<file path="src/rtl/bus_mux_pkg.sv">
// Shared definitions for the registered bus multiplexer/arbiter slice.
// Mode encodings and the select-width helper used by every module that sizes an index.
package bus_mux_pkg;

  localparam logic MODE_FIXED = 1'b0;
  localparam logic MODE_RR    = 1'b1;

  // Width of a channel index; never below one bit so two-channel builds stay legal.
  function automatic int sel_width(input int channels);
    return (channels > 2) ? $clog2(channels) : 1;
  endfunction

endpackage

</file>
<file path="src/rtl/bus_mux_arb_rr_arbiter.sv">
// Combinational round-robin arbiter: searches from last+1 (wrapping) for the first request.
// Fixed-select callers mask req down to one bit, so the search start no longer matters.
module rr_arbiter
  import bus_mux_pkg::*;
#(
  parameter  int CHANNELS = 4,
  localparam int SEL_W    = sel_width(CHANNELS)
) (
  input  logic [CHANNELS-1:0] req,
  input  logic [SEL_W-1:0]    last,
  output logic [CHANNELS-1:0] grant,
  output logic [SEL_W-1:0]    grant_idx,
  output logic                any
);

  always_comb begin : search
    int               pos;
    logic [SEL_W-1:0] idx;
    grant     = '0;
    grant_idx = '0;
    any       = 1'b0;
    pos       = 0;
    idx       = '0;
    // Offsets 1..CHANNELS visit every channel once; offset CHANNELS is `last` itself.
    for (int off = 1; off <= CHANNELS; off++) begin
      pos = (int'(last) + off) % CHANNELS;
      idx = SEL_W'(pos);
      if (!any && req[idx]) begin
        any        = 1'b1;
        grant[idx] = 1'b1;
        grant_idx  = idx;
      end
    end
  end

endmodule

</file>
<file path="src/rtl/bus_mux_arb.sv">
// N-channel registered bus multiplexer with fixed-select or round-robin arbitration
// and a valid/ready output register that holds each word until the consumer takes it.
//
//   state    | meaning
//   ---------+----------------------------------------------------------
//   ST_EMPTY | output register holds no word; out_valid low
//   ST_FULL  | out_data/out_sel hold an unaccepted word; out_valid high
module bus_mux_arb
  import bus_mux_pkg::*;
#(
  parameter  int WIDTH    = 4,
  parameter  int CHANNELS = 4,
  localparam int SEL_W    = sel_width(CHANNELS)
) (
  input  logic                      clk,
  input  logic                      rst_n,
  input  logic                      mode,
  input  logic [SEL_W-1:0]          sel_in,
  input  logic [CHANNELS-1:0]       req,
  input  logic [CHANNELS*WIDTH-1:0] data_in,
  output logic [CHANNELS-1:0]       ack,
  output logic [WIDTH-1:0]          out_data,
  output logic [SEL_W-1:0]          out_sel,
  output logic                      out_valid,
  input  logic                      out_ready,
  output logic                      sel_err
);

  localparam logic [0:0] ST_EMPTY = 1'b0;
  localparam logic [0:0] ST_FULL  = 1'b1;

  localparam logic [SEL_W:0] CH_LIMIT = (SEL_W + 1)'(CHANNELS);

  logic [0:0]          state_q;
  logic [SEL_W-1:0]    last_q;
  logic [WIDTH-1:0]    data_q;
  logic [SEL_W-1:0]    sel_q;
  logic                sel_err_q;

  logic                sel_ok;
  logic [CHANNELS-1:0] req_fixed;
  logic [CHANNELS-1:0] req_arb;
  logic [CHANNELS-1:0] grant;
  logic [SEL_W-1:0]    grant_idx;
  logic                any;
  logic                can_load;
  logic                capture;
  logic                accept;
  logic [WIDTH-1:0]    win_data;

  assign sel_ok = {1'b0, sel_in} < CH_LIMIT;

  always_comb begin
    req_fixed = '0;
    for (int i = 0; i < CHANNELS; i++) begin
      if (sel_ok && (sel_in == SEL_W'(i))) begin
        req_fixed[i] = req[i];
      end
    end
  end

  assign req_arb = (mode == MODE_RR) ? req : req_fixed;

  rr_arbiter #(
    .CHANNELS (CHANNELS)
  ) u_arb (
    .req       (req_arb),
    .last      (last_q),
    .grant     (grant),
    .grant_idx (grant_idx),
    .any       (any)
  );

  always_comb begin
    win_data = '0;
    for (int i = 0; i < CHANNELS; i++) begin
      if (grant[i]) begin
        win_data = data_in[i*WIDTH +: WIDTH];
      end
    end
  end

  assign out_valid = (state_q == ST_FULL);
  assign can_load  = !out_valid || out_ready;
  assign capture   = rst_n && can_load && any;
  assign accept    = out_valid && out_ready;
  // ack is the capture strobe steered to the winner; it never looks at the held word.
  assign ack       = capture ? grant : '0;

  always_ff @(posedge clk) begin
    if (!rst_n) begin
      state_q   <= ST_EMPTY;
      last_q    <= SEL_W'(CHANNELS - 1);
      data_q    <= '0;
      sel_q     <= '0;
      sel_err_q <= 1'b0;
    end else begin
      sel_err_q <= (mode == MODE_FIXED) && !sel_ok && (|req);
      if (capture) begin
        state_q <= ST_FULL;
        data_q  <= win_data;
        sel_q   <= grant_idx;
        if (mode == MODE_RR) begin
          last_q <= grant_idx;
        end
      end else if (accept) begin
        state_q <= ST_EMPTY;
      end
    end
  end

  assign out_data = data_q;
  assign out_sel  = sel_q;
  assign sel_err  = sel_err_q;

endmodule
</file>
<file path="config.mk">
export PLATFORM = sky130hd
export DESIGN_NAME = bus_mux_arb
export DESIGN_NICKNAME = d
export VERILOG_FILES = /design/src/rtl/bus_mux_pkg.sv /design/src/rtl/bus_mux_arb_rr_arbiter.sv /design/src/rtl/bus_mux_arb.sv
export SDC_FILE = /design/constraint.sdc
export NUM_CORES = 1
export LEC_CHECK = 0
export ABC_AREA = 1
export CORE_MARGIN = 2
export CORE_UTILIZATION = 45
export DETAILED_ROUTE_END_ITERATION = 12
export HOLD_SLACK_MARGIN = 0.03
export PLACE_DENSITY = 0.78
export SLEW_MARGIN = 20
export SYNTH_ARGS = -nofsm -noshare
export SYNTH_HDL_FRONTEND = slang
export SYNTH_SLANG_ARGS = --single-unit
</file>
<file path="constraint.sdc">
create_clock -name clk -period 2.6 [get_ports clk]
set_clock_uncertainty 0.05 [all_clocks]
set_input_delay 0.26 -clock clk [delete_from_list [all_inputs] [get_ports clk]]
set_output_delay 0.26 -clock clk [all_outputs]
set_load 0.1 [all_outputs]
</file>
==> impl_metrics.yaml <==
global_route:
  overflow: 0
  grt_pass1_wl_mm: 4.81
  grt_usage: 0.233
  grt_pass1_vias: 1148
  grt_max_degree: 12
  antenna_found_initial: 0
drt:
  routed_via_density: 5.03
  drc_errors: 0
  drtAntennaViolNets: 0
  wirelength_mm: 2.99
  drt_iter0_drc: 35
  num_vias: 1237
  wl_per_cell_um: 12.2
  dr.pass1.iters: 4
synthesis:
  syn_area_um2: 1060
  ys_seq_area_frac: 0.169
  synth-seq-cells: 9
  syn_inst: 169
  synth_nets: 203
  synth_cell_type_count: 25
  syn_area_per_cell_um2: 6.29
  yosysWarnings: 0
place:
  hpwl_mm: 2.37
  port_buffers: 36
  dp_cells: 235
  finalWeightedCongestion: 0.851
layout:
  area_delta_synth_final_pct: 52.5
  stdcell_count: 246
  drive_gt1_frac: 0.266
  fin_nets: 253
  fin_util: 0.726
  n_antenna_cell: 0
  n_fill_cell: 175
power:
  powerDensity_nw_per_um2: 643
  design_power_total_w: 0.00104
  max-vdd-ir-drop_v: 0.000617
  p_leak_nw: 0.818
floorplan:
  initial_core_util: 0.476
  die_w_um: 52.6
  die_area_um2: 2770
  std_cell_rows: 17
  die-height_um: 52.6
  io_pins: 38
  core_um2: 2230
worst_setup_path:
  cp_top_family: "simple AND/OR/NAND/NOR gates"
  cpPeakStageDelay_ps: 450
  critical_path_arrival_ps: 2170
  worstSetupPathType: "input pin to output port"
  cp_num_buf_inv: 5
  start_kind: "input pin"
  timing.rr.start: "last_q[0]$_SDFFE_PN1P_"
  rr_worst_depth: 14
  required_ps: 2290
  worstSetupEndpointType: "output port"
  regToRegSetupSlack_ps: 440
  path_common_cell: "nand2_1"
  crit_start: "sel_in[1]"
  path_max_fanout: 4
  crit_chain: "clkdlybuf4s50_1, inv_1, nand2_1, nand2_1, nand3_1, nand2_1, nand2_1, nand2_1, inv_2, nor3_2, nand2_1, nand3_2, nand2_1, clkinvlp_4, buf_12"
  slowest_stage: "clkdlybuf4s50_1"
  reg2reg_to: "out_data[3]$_SDFFE_PN0P_"
timing:
  fmax_ghz: 0.403
  slew_viol_final: 0
  setup_tns_ps: 0
  fin_crit_sh: 0.954
  rsz0062_at_grt: "yes"
  min_period_ps: 2480
  setup_viol: 0
  hold_viol_final: 0
clocking:
  clk_latency_ps: 260
  holdBufCountCts: 0
  tritoncts: "built"
  htree_levels: 1
  numCtsBuffers: 3
  cts_buffer_depth: 2
  clk_pin_slew_ps: 50
  clkSinkCount: 9
  cts-root-buf: "clkbuf_4"
hold_path:
  hold_depth: 2
  worstHoldEndpoint: "out_data[0]$_SDFFE_PN0P_"
  holdCritStartpoint: "out_data[0]$_SDFFE_PN0P_"
  hold_class: "flop to flop"
outcome:
  run_status: "completed"
flow_run:
  cap_violations: 0
-- cell families (layout without fill, tap and decap cells) --
logic type | after synthesis | count (layout) | share of synthesized area
simple gates | 95 | 95 | 0.464
flops | 9 | 9 | 0.169
buf+inv | 29 | 78 | 0.109
other cells | 1 | 1 | 0.00353
fa+ha+maj | 8 | 8 | 0.0941
compound gates | 27 | 27 | 0.160
-- layer usage --
layer | GRT usage | share of wire | vias to the layer above
met2 | 0.415 | 0.50 | 34
met3 | 0.0343 | 0.024 | 8
met4 | 0.0983 | 0.023 | 0
li1 | - | - | 637
met5 | 0 | 0 | -
met1 | 0.273 | 0.45 | 558
-- cell usage in the layout (no fill, tap or decap) --
cell type        Yosys  routed
nand3_4              1       1
buf_12               0       4
inv_1               23      18
nand2_4              3       3
clkinvlp_4           0       4
ha_4                 0       1
o32a_1               1       1
a21boi_0             2       2
clkdlybuf4s50_1      0      24
clkbuf_4             0       3
o211ai_1             2       2
a22oi_1              1       1
dlymetal6s2s_1       0       1
nand4_1              3       3
nand3_1             13      12
a21oi_1             17      16
nor3_2               1       1
nand2_1             59      59
a21boi_4             1       1
inv_2                4       5
conb_1               1       1
nor2_4               3       3
buf_4                2      18
dfxtp_1              9       7
o21ai_1              1       1
a21oi_2              0       1
nand3_2              6       7
nor2_1               2       2
nand2_2              4       4
clkbuf_1             0       1
o2111ai_1            1       1
ha_1                 8       7
dfxtp_4              0       2
o21ai_0              1       1
-- worst register-to-register path: stages, from the launching register on --
cell	delay (ps)
dfxtp_4	380
inv_2	60
ha_4	250
inv_1	130
nand2_4	90
nand2_4	120
nor2_4	70
a21oi_2	150
nand3_2	130
buf_4	170
a21oi_1	130
nand2_1	80
nand2_1	70
nand2_1	60
a21oi_1	150
-- cell usage after synthesis --
cell type / count / share of area
nand3_4: 1 / 0.016
dfxtp_1: 9 / 0.17
nand2_4: 3 / 0.032
conb_1: 1 / 0.0035
inv_2: 4 / 0.014
buf_4: 2 / 0.014
o211ai_1: 2 / 0.014
nand4_1: 3 / 0.018
nand2_2: 4 / 0.024
nand3_1: 13 / 0.061
a21oi_1: 17 / 0.080
inv_1: 23 / 0.081
a21boi_0: 2 / 0.014
o32a_1: 1 / 0.0094
nand2_1: 59 / 0.21
nor2_4: 3 / 0.032
o21ai_0: 1 / 0.0047
a22oi_1: 1 / 0.0071
ha_1: 8 / 0.094
o21ai_1: 1 / 0.0047
nand3_2: 6 / 0.056
nor2_1: 2 / 0.0071
nor3_2: 1 / 0.0094
o2111ai_1: 1 / 0.0082
a21boi_4: 1 / 0.018
-- how the worst max path moves through the flow --
stage | cells after the start | endpoint
floorplan | 12 | ack[3]
global placement | 12 | ack[1]
detailed placement | 15 | ack[3]
CTS | 12 | ack[3]
global route | 13 | ack[0]
finish | 15 | ack[3]
-- where the power goes --
| group | internal [W] | switching (W) | total, W | leakage (nW) |
|---|---|---|---|---|
| clock network | 0.0000589 | 0.0000460 | 0.000105 | 0.0150 |
| registers | 0.000165 | 0.0000183 | 0.000183 | 0.0740 |
| logic | 0.000243 | 0.000511 | 0.000754 | 0.729 |
-- sequential cells by signal, indices dropped and copies added (netlist names) --
signal and count:
out_data 4, last_q 2, out_sel 2, out_valid 1
-- through the flow --
step | hold slack [ps] | cell area [um^2] | worst slack, ps
floorplan | 309 | 1080 | 58.8
global placement | 408 | 1510 | 148
detailed placement | 415 | 1510 | 102
CTS | 423 | 1560 | 76.2
global route | 443 | 1620 | -19.6
finish | 419 | 1620 | 119
-- final cells by class --
class,count,area (um^2),area share
multi-input combinational,131,788,0.486
timing repair buffer,47,468,0.289
sequential,9,188,0.116
inverter,27,116,0.0718
tap,28,35.0,0.0216
clock buffer,4,26.3,0.0162
-- timing repair --
action | 4_1_cts | 5_1_grt
buffers inserted | 0 | 7
gates resized for setup | 3 | 4
endpoints found under the setup margin | 4 | 4
pin swaps | 0 | 3
Note: power is estimated with default switching activity, not from simulation.
